**src/rtl/pc_gen.sv**
```systemverilog
`default_nettype none
// ============================================================================
// pc_gen : IF-stage fetch-address generator (reset/trap/redirect/stall/BTB/+4)
// Optional direct-mapped branch target buffer enabled by macro PC_BTB_EN.
// Revision : 1.0
// ============================================================================
module pc_gen #(
  parameter int              XLEN         = 32,
  parameter logic [XLEN-1:0] RESET_VECTOR = '0,
  parameter int              BTB_DEPTH    = 16
) (
  input  logic            clk,
  input  logic            rst,
  input  logic            stall,
  input  logic            redirect,
  input  logic [XLEN-1:0] redirect_pc,
  input  logic            trap,
  input  logic [XLEN-1:0] trap_vec,
  input  logic            bu_valid,
  input  logic [XLEN-1:0] bu_pc,
  input  logic [XLEN-1:0] bu_target,
  input  logic            bu_taken,
  output logic [XLEN-1:0] pc,
  output logic [XLEN-1:0] pc_plus4,
  output logic            pred_taken,
  output logic            misalign,
  output logic [XLEN-1:0] misalign_addr
);

  logic [XLEN-1:0] next_pc;
  logic            reject;
  logic [XLEN-1:0] reject_addr;
  logic            hit;
  logic [XLEN-1:0] hit_target;

  assign pc_plus4   = pc + XLEN'(4);
  assign pred_taken = hit;

`ifdef PC_BTB_EN
  localparam int IDX_W = $clog2(BTB_DEPTH);
  localparam int TAG_W = XLEN - IDX_W - 2;

  logic [BTB_DEPTH-1:0] btb_valid;
  logic [TAG_W-1:0]     btb_tag    [BTB_DEPTH];
  logic [XLEN-1:0]      btb_target [BTB_DEPTH];
  logic [IDX_W-1:0]     rd_idx;
  logic [IDX_W-1:0]     wr_idx;
  logic [TAG_W-1:0]     rd_tag;
  logic [TAG_W-1:0]     wr_tag;
  logic                 unused_bu_lsb;

  assign rd_idx        = pc[IDX_W+1:2];
  assign rd_tag        = pc[XLEN-1:IDX_W+2];
  assign wr_idx        = bu_pc[IDX_W+1:2];
  assign wr_tag        = bu_pc[XLEN-1:IDX_W+2];
  assign unused_bu_lsb = ^bu_pc[1:0];

  // Lookup reads the arrays before this edge's update lands.
  assign hit        = btb_valid[rd_idx] && (btb_tag[rd_idx] == rd_tag);
  assign hit_target = btb_target[rd_idx];

  always_ff @(posedge clk) begin
    if (rst) begin
      btb_valid <= '0;
    end else if (bu_valid) begin
      if (bu_taken) begin
        btb_valid[wr_idx] <= 1'b1;
      end else if (btb_tag[wr_idx] == wr_tag) begin
        btb_valid[wr_idx] <= 1'b0;
      end
    end
  end

  always_ff @(posedge clk) begin
    if (!rst && bu_valid && bu_taken) begin
      btb_tag[wr_idx]    <= wr_tag;
      btb_target[wr_idx] <= bu_target;
    end
  end
`else
  logic                         unused_bu;
  logic [$clog2(BTB_DEPTH)-1:0] unused_depth;

  assign unused_bu    = ^{bu_valid, bu_pc, bu_target, bu_taken};
  assign unused_depth = pc[$clog2(BTB_DEPTH)+1:2];
  assign hit          = 1'b0;
  assign hit_target   = '0;
`endif

  // A misaligned trap/redirect freezes pc; lower-priority sources are not used instead.
  always_comb begin
    next_pc     = pc_plus4;
    reject      = 1'b0;
    reject_addr = trap_vec;
    if (trap) begin
      if (trap_vec[1:0] != 2'b00) begin
        reject  = 1'b1;
        next_pc = pc;
      end else begin
        next_pc = trap_vec;
      end
    end else if (redirect) begin
      reject_addr = redirect_pc;
      if (redirect_pc[1:0] != 2'b00) begin
        reject  = 1'b1;
        next_pc = pc;
      end else begin
        next_pc = redirect_pc;
      end
    end else if (stall) begin
      next_pc = pc;
    end else if (hit) begin
      next_pc = hit_target;
    end
  end

  always_ff @(posedge clk) begin
    if (rst) begin
      pc            <= RESET_VECTOR;
      misalign      <= 1'b0;
      misalign_addr <= '0;
    end else begin
      pc       <= next_pc;
      misalign <= reject;
      if (reject) begin
        misalign_addr <= reject_addr;
      end
    end
  end

endmodule
`default_nettype wire

```
**config.mk**
```make
export PLATFORM = sky130hd
export DESIGN_NAME = pc_gen
export DESIGN_NICKNAME = d
export VERILOG_FILES = /design/src/rtl/pc_gen.sv
export SDC_FILE = /design/constraint.sdc
export NUM_CORES = 1
export LEC_CHECK = 0
export CAP_MARGIN = 20
export CORE_ASPECT_RATIO = 1.5
export CORE_MARGIN = 2
export CORE_UTILIZATION = 42
export CTS_BUF_LIST = sky130_fd_sc_hd__clkbuf_2 sky130_fd_sc_hd__clkbuf_4 sky130_fd_sc_hd__clkbuf_8
export CTS_CLUSTER_SIZE = 40
export DETAILED_ROUTE_END_ITERATION = 10
export GPL_TIMING_DRIVEN = 0
export PLACE_DENSITY = 0.95
export SETUP_SLACK_MARGIN = 0.1
export SLEW_MARGIN = 15
export SYNTH_ARGS = -nofsm -noshare
export SYNTH_HDL_FRONTEND = slang
export SYNTH_SLANG_ARGS = --single-unit
```
**constraint.sdc**
```tcl
create_clock -name clk -period 5.14 [get_ports clk]
set_clock_uncertainty 0.1 [all_clocks]
set_input_delay 0.771 -clock clk [delete_from_list [all_inputs] [get_ports clk]]
set_output_delay 0.771 -clock clk [all_outputs]
set_load 0.1 [all_outputs]
```
==> flow_summary.yaml <==
clock_tree:
  cts_hold_buf: 0
  cts_inserted_buffers: 9
  clkLatencyLatePin_ns: 0.37
  cts_sinks: 65
  cts.path.max_buffers: 2
  htree_levels: 3
  clk_pin_slew_ns: 0.08
  post_cts_buffers: 0
  ctsResizeCount: 0
  cts_tree: "built"
  cts-root-buf: "clkbuf_8"
die:
  num_rows: 43
  dieArea_sq_um: 10300
  initial_core_util: 0.431
  fp.dieH_um: 123
  die_w_um: 83.6
  coreArea_sq_um: 9250
  pin_count: 233
sta:
  rsz0062_at_grt: "no"
  max-slew-margin-rel: 0.319
  maxSlewViolCount: 0
  period_needed_ns: 4.58
  setup_viol: 0
  hold_viol_final: 0
  tns_ns: 0
  final.period_utilization: 0.891
  worst_pin_slew_ns: 1.02
  clock.fmax_mhz: 218
placement:
  dp_cells: 817
  portBuffers: 163
  gp_congestion: 0.898
  placed_area_sq_um: 5760
  dp_hpwl_um: 12500
global_routing:
  grt_pass1_wl_um: 25500
  grt.overflow.total: 0
  grt_pass1_vias: 5092
  antenna_found_initial: 0
  grt_max_degree: 13
  gr-usage-all-layers: 0.311
final_layout:
  fin_cells: 833
  area_growth_pct: 50.6
  layout_common_cells: "163 x clkdlybuf4s50_1, 96 x nand2_1, 69 x nor2_1, 65 x dfxtp_1, 35 x a311oi_1"
  fillerInstances: 815
  antenna_cells: 0
  utilization: 0.649
  final_common_cell: "clkdlybuf4s50_1"
  fin_nets: 852
  fin_area_sq_um: 6010
  drive_gt1_frac: 0.0569
power_and_ir_drop:
  p_leak_nw: 2.26
  pwr-share-seq: 0.283
  pwr-share-comb: 0.455
  power_switching_w: 0.000991
  power_density_nw_per_um2: 352
  finalPower_w: 0.00212
  pwr-share-clk: 0.263
  vdd_drop_max_uv: 216
  internal_power_w: 0.00113
  switching_share: 0.468
detailed_routing:
  drt-vias-per-instance: 6.23
  routed_wl_um: 16600
  first_iter_violations: 521
  post_drt_wl_per_cell_um: 20.0
  vias: 5190
  drc: 0
  first_pass_iters: 6
  ant_nets: 0
worst_setup_path:
  crit_required_ns: 4.27
  crit_fanout: 10
  worstSetupPathType: "reg2out"
  start_kind: "flip-flop"
  critPathCaptureType: "primary output"
  cp.arrival_ns: 3.71
logic_synthesis:
  synth_seq_cells: 65
  yosysWarningCount: 0
  synth-edff-count: 0
  ys_types: 55
  yosysTopAreaCell: "dfxtp_1"
  netlist_instances: 542
  synthesis.nets: 678
  syn_area_sq_um: 3990
  synthTopCellsByArea: "dfxtp_1 33%, nand2_1 9.0%, a311oi_1 7.7%"
  synth_top_area_share: 0.326
  synth_top_flop_cell: "dfxtp_1"
  async_flop_share: 0
  seq_area_frac_synth: 0.326
  synth.avg_cell_area_sq_um: 7.36
status:
  run_status: "finished, final reports clean"
hold_path:
  hold_class: "reg2reg"
run:
  cap_violations: 0
-- cell type report --
type                       count  area [sq um]  share of cell area
buffer                        55           238              0.0396
clock buffer                  10           131              0.0219
clock inverter                 6           115              0.0192
inverter                      12          45.0             0.00750
multi-input combinational    410          2410               0.400
sequential                    65          1300               0.217
tap                          112           140              0.0233
timing repair buffer         163          1630               0.272
-- power groups by stage --
| stage | clock (W) | combinational, W | sequential (W) |
|---|---|---|---|
| final | 0.000556 | 0.000962 | 0.000598 |
| after global routing | 0.000572 | 0.000993 | 0.000603 |
| after CTS | 0.000551 | 0.000955 | 0.000597 |
| after detailed placement | 0 | 0.000952 | 0.000608 |
| after global placement | 0 | 0.000941 | 0.000606 |
| after floorplan | 0 | 0.000364 | 0.000927 |
-- sequential cells by signal, indices dropped and copies added, names as in the netlist --
name           cells
misalign           1
misalign_addr     32
pc                32
-- kinds of logic (layout without fill, tap and decap cells) --
family	Yosys count	in the layout	share of synthesized area
other	1	1	0.000940
muxes	3	3	0.00753
AOI/OAI and AO/OA	145	145	0.267
xor gates and xnor gates	28	28	0.0615
and+or+nand+nor	232	232	0.263
DFF	65	65	0.326
buffers and inverters	67	246	0.0709
adders and majority gates	1	1	0.00314
-- layer usage --
layer / GRT usage / share of wire
met5: 0 / 0
met4: 0.221 / 0.062
met3: 0.0788 / 0.11
met2: 0.538 / 0.49
met1: 0.331 / 0.34
-- path summary, 6_finish.rpt --
kind / startpoint / end / slack, ns / depth (start not counted)
setup / recovery: pc[2]$_SDFFE_PP0P_ / pc_plus4[12] / 0.56 / 6
hold / removal: pc[0]$_SDFFE_PP0P_ / pc[0]$_SDFFE_PP0P_ / 0.41 / 1
setup reg to reg: pc[2]$_SDFFE_PP0P_ / pc[28]$_SDFFE_PP0P_ / 2.56 / 6
hold reg to reg: pc[0]$_SDFFE_PP0P_ / pc[0]$_SDFFE_PP0P_ / 0.41 / 1
-- metrics by stage --
| stage | hold WS [ns] | worst slack, ns |
|---|---|---|
| 6_report | 0.406 | 0.561 |
| 3_5_place_dp | 0.395 | 1.03 |
| 5_1_grt | 0.425 | 0.394 |
| 4_1_cts | 0.408 | 0.602 |
| 2_1_floorplan | 0.810 | 0.298 |
| 3_3_place_gp | 0.381 | 1.08 |
-- synth_stat cells, drive strengths merged (4+ instances only) --
master  number
buf         25
a311oi      35
nand4       11
a211oi      14
inv         11
or3          4
nor4         9
clkbuf      30
o21ai       22
a21oi       31
xnor2       17
a211o        4
xor2        11
nor3         9
nand2b       6
nand2       96
dfxtp       65
nand3       11
o32a         7
o311a        7
nor2        69
and4         5
-- worst max-delay path, cell delays in order, from the launching register on --
cell             delay [ns]
dfxtp_1                0.50
ha_1                   0.25
nand3_1                0.21
nor2_1                 0.66
and3_1                 0.34
xor2_1                 0.22
clkdlybuf4s50_1        1.17
Note: power is estimated with default switching activity, not from simulation.
